<file path="config.mk">
export PLATFORM = sky130hd
export DESIGN_NAME = window_accumulator_flat
export DESIGN_NICKNAME = d
export VERILOG_FILES = /design/src/rtl/adder_pkg.sv /design/src/rtl/window_accumulator_if.sv /design/src/rtl/accum_sat_add.sv /design/src/rtl/window_accumulator.sv /design/src/flat_wrapper.sv
export SDC_FILE = /design/constraint.sdc
export NUM_CORES = 1
export LEC_CHECK = 0
export ABC_CLOCK_PERIOD_IN_PS = 5300
export CAP_MARGIN = 20
export CORE_MARGIN = 2
export CORE_UTILIZATION = 50
export DETAILED_ROUTE_END_ITERATION = 10
export PLACE_DENSITY = 0.74
export SLEW_MARGIN = 25
export SYNTH_ARGS = -nofsm -noshare
export SYNTH_HDL_FRONTEND = slang
export SYNTH_SLANG_ARGS = --single-unit
</file>
<file path="constraint.sdc">
create_clock -name clk -period 5.3 [get_ports clk]
set_input_delay 1.325 -clock clk [delete_from_list [all_inputs] [get_ports clk]]
set_output_delay 1.325 -clock clk [all_outputs]
set_load 0.005 [all_outputs]
</file>
<file path="src/rtl/adder_pkg.sv">
// Shared types and helpers for the adder pipeline and its window accumulator.
// Used by window_accumulator and accum_sat_add.
package adder_pkg;

    typedef enum logic {ACC_ACCUM, ACC_HOLD} acc_state_t;

    // Signed limit for a w-bit two's-complement value (w <= 64); callers slice the low w bits.
    function automatic logic [63:0] sat_limit(input int unsigned w, input logic negative);
        logic [63:0] max_val;
        max_val = (64'd1 << (w - 1)) - 64'd1;
        return negative ? ~max_val : max_val;
    endfunction

endpackage

</file>
<file path="src/rtl/window_accumulator_if.sv">
// Sample-in / window-sum-out handshake bundle for window_accumulator.
// The slave modport is the accumulator side; master is the upstream/downstream side.
interface window_accumulator_if #(
    parameter int WIDTH     = 32,
    parameter int ACC_WIDTH = 40
);
    logic                 in_valid;
    logic                 in_ready;
    logic [WIDTH-1:0]     data_in;
    logic                 out_valid;
    logic                 out_ready;
    logic [ACC_WIDTH-1:0] data_out;
    logic                 overflow;

    modport master (
        output in_valid, data_in, out_ready,
        input  in_ready, out_valid, data_out, overflow
    );

    modport slave (
        input  in_valid, data_in, out_ready,
        output in_ready, out_valid, data_out, overflow
    );
endinterface

</file>
<file path="src/rtl/accum_sat_add.sv">
// Combinational ACC_WIDTH-bit signed add with overflow detect.
// Macro ACC_SATURATE_EN: clamp to the signed limits on overflow instead of wrapping.
module accum_sat_add
    import adder_pkg::*;
#(
    parameter int ACC_WIDTH = 40
) (
    input  logic [ACC_WIDTH-1:0] a,
    input  logic [ACC_WIDTH-1:0] b,
    output logic [ACC_WIDTH-1:0] sum,
    output logic                 ovf
);
`ifdef ACC_SATURATE_EN
    localparam logic [63:0]          MAX64 = sat_limit(ACC_WIDTH, 1'b0);
    localparam logic [63:0]          MIN64 = sat_limit(ACC_WIDTH, 1'b1);
    localparam logic [ACC_WIDTH-1:0] MAX_V = MAX64[ACC_WIDTH-1:0];
    localparam logic [ACC_WIDTH-1:0] MIN_V = MIN64[ACC_WIDTH-1:0];
`endif

    logic [ACC_WIDTH-1:0] raw;

    // Overflow means equal-sign operands produced a result of the other sign.
    always_comb begin
        raw = a + b;
        ovf = (a[ACC_WIDTH-1] == b[ACC_WIDTH-1]) && (raw[ACC_WIDTH-1] != a[ACC_WIDTH-1]);
`ifdef ACC_SATURATE_EN
        if (ovf) begin
            sum = a[ACC_WIDTH-1] ? MIN_V : MAX_V;
        end else begin
            sum = raw;
        end
`else
        sum = raw;
`endif
    end
endmodule

</file>
<file path="src/rtl/window_accumulator.sv">
// Sums COUNT accepted signed samples per window and offers each total over valid/ready.
// Macro ACC_SATURATE_EN (in accum_sat_add) selects saturating instead of wrapping adds.
module window_accumulator
    import adder_pkg::*;
#(
    parameter int WIDTH     = 32,
    parameter int ACC_WIDTH = 40,
    parameter int COUNT     = 16
) (
    input  logic                 clk,
    input  logic                 rst,
    input  logic                 clr,
    window_accumulator_if.slave  bus
);
    localparam int CNT_W = $clog2(COUNT + 1);

    acc_state_t           state;
    acc_state_t           next_state;
    logic [ACC_WIDTH-1:0] acc;
    logic [CNT_W-1:0]     cnt;
    logic                 sticky;
    logic [ACC_WIDTH-1:0] result;
    logic                 result_ovf;

    logic [ACC_WIDTH-1:0] sample_ext;
    logic [ACC_WIDTH-1:0] sum;
    logic                 add_ovf;
    logic                 accept;
    logic                 last;

    assign sample_ext = ACC_WIDTH'($signed(bus.data_in));
    assign accept     = bus.in_valid && (state == ACC_ACCUM);
    assign last       = (cnt == CNT_W'(COUNT - 1));

    accum_sat_add #(.ACC_WIDTH(ACC_WIDTH)) u_add (
        .a   (acc),
        .b   (sample_ext),
        .sum (sum),
        .ovf (add_ovf)
    );

    always_ff @(posedge clk or negedge rst) begin
        if (!rst) begin
            state <= ACC_ACCUM;
        end else begin
            state <= next_state;
        end
    end

    // Handshake flags come from state alone, so out_ready never reaches in_ready combinationally.
    always_comb begin
        next_state    = state;
        bus.in_ready  = (state == ACC_ACCUM);
        bus.out_valid = (state == ACC_HOLD);
        if (clr) begin
            next_state = ACC_ACCUM;
        end else begin
            case (state)
                ACC_ACCUM: if (accept && last) next_state = ACC_HOLD;
                ACC_HOLD:  if (bus.out_ready)  next_state = ACC_ACCUM;
                default:   next_state = ACC_ACCUM;
            endcase
        end
    end

    always_ff @(posedge clk or negedge rst) begin
        if (!rst) begin
            acc        <= '0;
            cnt        <= '0;
            sticky     <= 1'b0;
            result     <= '0;
            result_ovf <= 1'b0;
        end else if (clr) begin
            acc        <= '0;
            cnt        <= '0;
            sticky     <= 1'b0;
            result     <= '0;
            result_ovf <= 1'b0;
        end else if (accept) begin
            if (last) begin
                result     <= sum;
                result_ovf <= sticky | add_ovf;
                acc        <= '0;
                cnt        <= '0;
                sticky     <= 1'b0;
            end else begin
                acc    <= sum;
                cnt    <= cnt + CNT_W'(1);
                sticky <= sticky | add_ovf;
            end
        end
    end

    assign bus.data_out = result;
    assign bus.overflow = result_ovf;
endmodule

</file>
<file path="src/flat_wrapper.sv">
// flat-port wrapper written by rule: the top's interface ports become plain ports
module window_accumulator_flat import adder_pkg::*;
#(
    parameter int WIDTH     = 32,
    parameter int ACC_WIDTH = 40,
    parameter int COUNT     = 16
)
  (clk, rst, clr, bus_in_valid, bus_data_in, bus_out_ready, bus_in_ready, bus_out_valid, bus_data_out, bus_overflow);
  window_accumulator_if #(.WIDTH(WIDTH), .ACC_WIDTH(ACC_WIDTH)) bus_i ();
  input  logic clk;
  input  logic rst;
  input  logic clr;
  input wire logic [$bits(bus_i.in_valid)-1:0] bus_in_valid;
  input wire logic [$bits(bus_i.data_in)-1:0] bus_data_in;
  input wire logic [$bits(bus_i.out_ready)-1:0] bus_out_ready;
  output wire logic [$bits(bus_i.in_ready)-1:0] bus_in_ready;
  output wire logic [$bits(bus_i.out_valid)-1:0] bus_out_valid;
  output wire logic [$bits(bus_i.data_out)-1:0] bus_data_out;
  output wire logic [$bits(bus_i.overflow)-1:0] bus_overflow;
  assign bus_i.in_valid = bus_in_valid;
  assign bus_i.data_in = bus_data_in;
  assign bus_i.out_ready = bus_out_ready;
  assign bus_in_ready = bus_i.in_ready;
  assign bus_out_valid = bus_i.out_valid;
  assign bus_data_out = bus_i.data_out;
  assign bus_overflow = bus_i.overflow;
  window_accumulator #(.WIDTH(WIDTH), .ACC_WIDTH(ACC_WIDTH), .COUNT(COUNT)) u_core (.clk(clk), .rst(rst), .clr(clr), .bus(bus_i));
endmodule
</file>
==> metrics.yaml <==
power_density_mw_per_mm2: 322
post-route-min-period_ns: 4.31
fin_ws_ns: 0.992
grt_busiest_layer: "met2"
hold_path_class: "flip-flop to flip-flop"
seq_area_frac_synth: 0.380
globalplace.congestion: 0.907
tightest_slew_ns: 1.03
die_y_um: 112
place_hpwl_mm: 11.3
grt_pass1_vias: 5320
yosysMostFrequentCell: "nand2_1"
fin_total_pwr_w: 0.00224
path_cells: "clkdlybuf4s50_1 -> ha_1 -> inv_1 -> fa_1 -> and2b_1 -> o2111ai_1 -> a211o_1 -> a31oi_1 -> a211oi_1 -> o21bai_1 -> xnor2_1 -> nand2_1 -> a21oi_1"
switchingPower_w: 0.000794
io_pins: 80
finalCritPeriodShare: 0.813
routed_wl_mm: 15.4
rsz0062_at_grt: "false"
power_frac_seq: 0.346
arrival_ns: 4.57
regArea_mm2: 0.00220
drv_slew: 0
fin_area_mm2: 0.00694
synth_area_mm2: 0.00580
synth_edf_count: 0
synth_area_leader_cell: "dfrtp_1"
hold_end: "u_core.acc[37]"
final_layout_size_suffix_gt1_frac: 0.0582
grt_pass1_wl_mm: 26.3
critPathMaxStageDelay_ns: 0.56
multi_input_area_mm2: 0.00337
finClkSkew_ns: 0.00789
fill_cells: 1028
port_buffers: 79
max_freq_ghz: 0.232
grt_max_degree: 57
reg2reg_to: "u_core.bus.data_out[32]"
clock_path_buffers: 2
worst_ep_required_time_ns: 5.57
power.share.combinational: 0.354
clock_latency_ns: 0.36
num_rows: 39
synthDistinctLibCells: 67
leakage_nw: 3.02
finalHoldViolCount: 0
synthArstFlopShare: 1.00
status: "finished, final reports clean"
p_int_w: 0.00144
cts_resized: 0
r2r_cells: 12
maxCapViolCount: 0
ff2ff_setup_slack_ns: 2.08
power.share.clock: 0.299
synth_top_area_share: 0.380
route.antenna.remaining_nets: 0
cts.clk_slew.worst_paths_ns: 0.06
ys_ff_latch: 88
gr-total-overflow: 0
tns_ns: 0
die_w_um: 112
timing.hold.worst_path_depth: 2
cts_tree: "done"
p_sw_frac: 0.355
synth.avg_cell_area_um2: 8.73
r2r-start: "u_core.acc[0]"
globalRouteMet1Util: 0.347
met3_usage: 0.0621
antenna_found_initial: 0
met2_usage: 0.425
areaGrowthSynthToFinish_pct: 19.8
synth_nets: 742
cts_root_buf: "clkbuf_16"
crit_buf_inv: 2
cpLargestDelayFamily: "compound AO/OA/AOI/OAI gates"
crit_path_max_fanout: 4
drc: 0
routedWlPerCell_um: 17.8
grt_usage: 0.260
num_antenna_cells: 0
end_kind: "flip-flop"
synth_common_cells: "nand2_1, dfrtp_1, a21oi_1"
synth_area_leaders: "dfrtp_1, ha_1, nand2_1"
cts_htree_levels: 3
hp-start: "u_core.acc[37]"
vias: 5253
path_depth: 13
cts_buffers: 9
post_dp_cell_area_mm2: 0.00663
first_pass_iters: 5
critPathLaunchType: "primary input"
start_util: 0.510
clock-sinks: 88
core_mm2: 0.0114
crit_slowest_cell: "a31oi_1"
max-slew-margin-rel: 0.309
cts_hold_buf: 0
ys_warn_count: 0
synth_cells: 664
post-cts-setup-buffers: 0
dieArea_mm2: 0.0125
vias_per_cell: 6.07
critPathKind: "primary input to flip-flop"
nNetsFinal: 795
post-place-ws_ns: 0.681
initialDrtViolationCount: 331
synth_flop_cell: "dfrtp_1"
setup-violations-final: 0
vdd_ir_drop_max_uv: 279
## power by group through the flow
stage	combinational, W	sequential (W)	clock [W]
CTS	0.000787	0.000773	0.000682
global route	0.000883	0.000782	0.000702
finish	0.000792	0.000774	0.000669
global placement	0.000771	0.000783	0
detailed placement	0.000783	0.000784	0
floorplan	0.000597	0.000773	0
## metrics by stage
step	cells	hold WS [ns]	util
6_report	865	0.481	0.610
5_1_grt	865	0.493	0.610
4_1_cts	865	0.482	0.610
3_5_place_dp	849	0.469	0.583
3_3_place_gp	849	0.465	0.583
2_1_floorplan	664	0.443	-
## tightest hold or removal path, stage by stage, from the launching register on
cell	delay, ns
dfrtp_1	0.35
nand2_1	0.05
nand2_1	0.05
## final cells by class
class,instances,area share
flip-flops and latches,88,0.317
inverters,15,0.00811
repair buffers,85,0.119
well taps,143,0.0258
clock inverters,4,0.00757
multi-input cells,518,0.485
clock buffers,12,0.0370
## how the worst max path moves through the flow
stage	start	to	slack, ns
after floorplan	bus_data_in[0]	u_core.acc[34]	1.67
after global placement	bus_data_in[0]	u_core.bus.data_out[36]	0.75
after detailed placement	bus_data_in[0]	u_core.bus.data_out[32]	0.68
after CTS	bus_data_in[0]	u_core.bus.data_out[32]	1.04
after global routing	bus_data_in[0]	u_core.bus.data_out[32]	0.75
final	bus_data_in[0]	u_core.bus.data_out[32]	0.99
## sequential cells by signal, summed over array words and instances, names as in the netlist
name	cells
u_core.cnt	5
u_core.bus.overflow	1
u_core.acc	40
u_core.bus.out_valid	1
u_core.bus.data_out	40
u_core.sticky	1
## layer usage
layer | wire length [um] | share of wire
met5 | 0 | 0
met4 | 242 | 0.016
met3 | 806 | 0.052
met2 | 7320 | 0.48
met1 | 7030 | 0.46
## cell usage in the layout (no fill, tap or decap), drive strengths merged, types with 14 or more instances in the layout
master / n
nand2: 104
dfrtp: 88
clkdlybuf4s50: 77
a21oi: 76
nor2: 45
ha: 40
o21ai: 35
a22o: 28
xnor2: 24
inv: 15
nand4: 15
nand3: 14
xor2: 14
## logic make-up after synthesis
group                      after synthesis  synth area share
AOI/OAI and AO/OA                      219             0.254
xor gates and xnor gates                38            0.0587
adders and majority gates               41            0.0898
buffers and inverters                   58            0.0419
DFF                                     88             0.380
muxes                                    2           0.00367
and+or+nand+nor                        218             0.172
No activity file was read; power rests on OpenSTA's default activity.
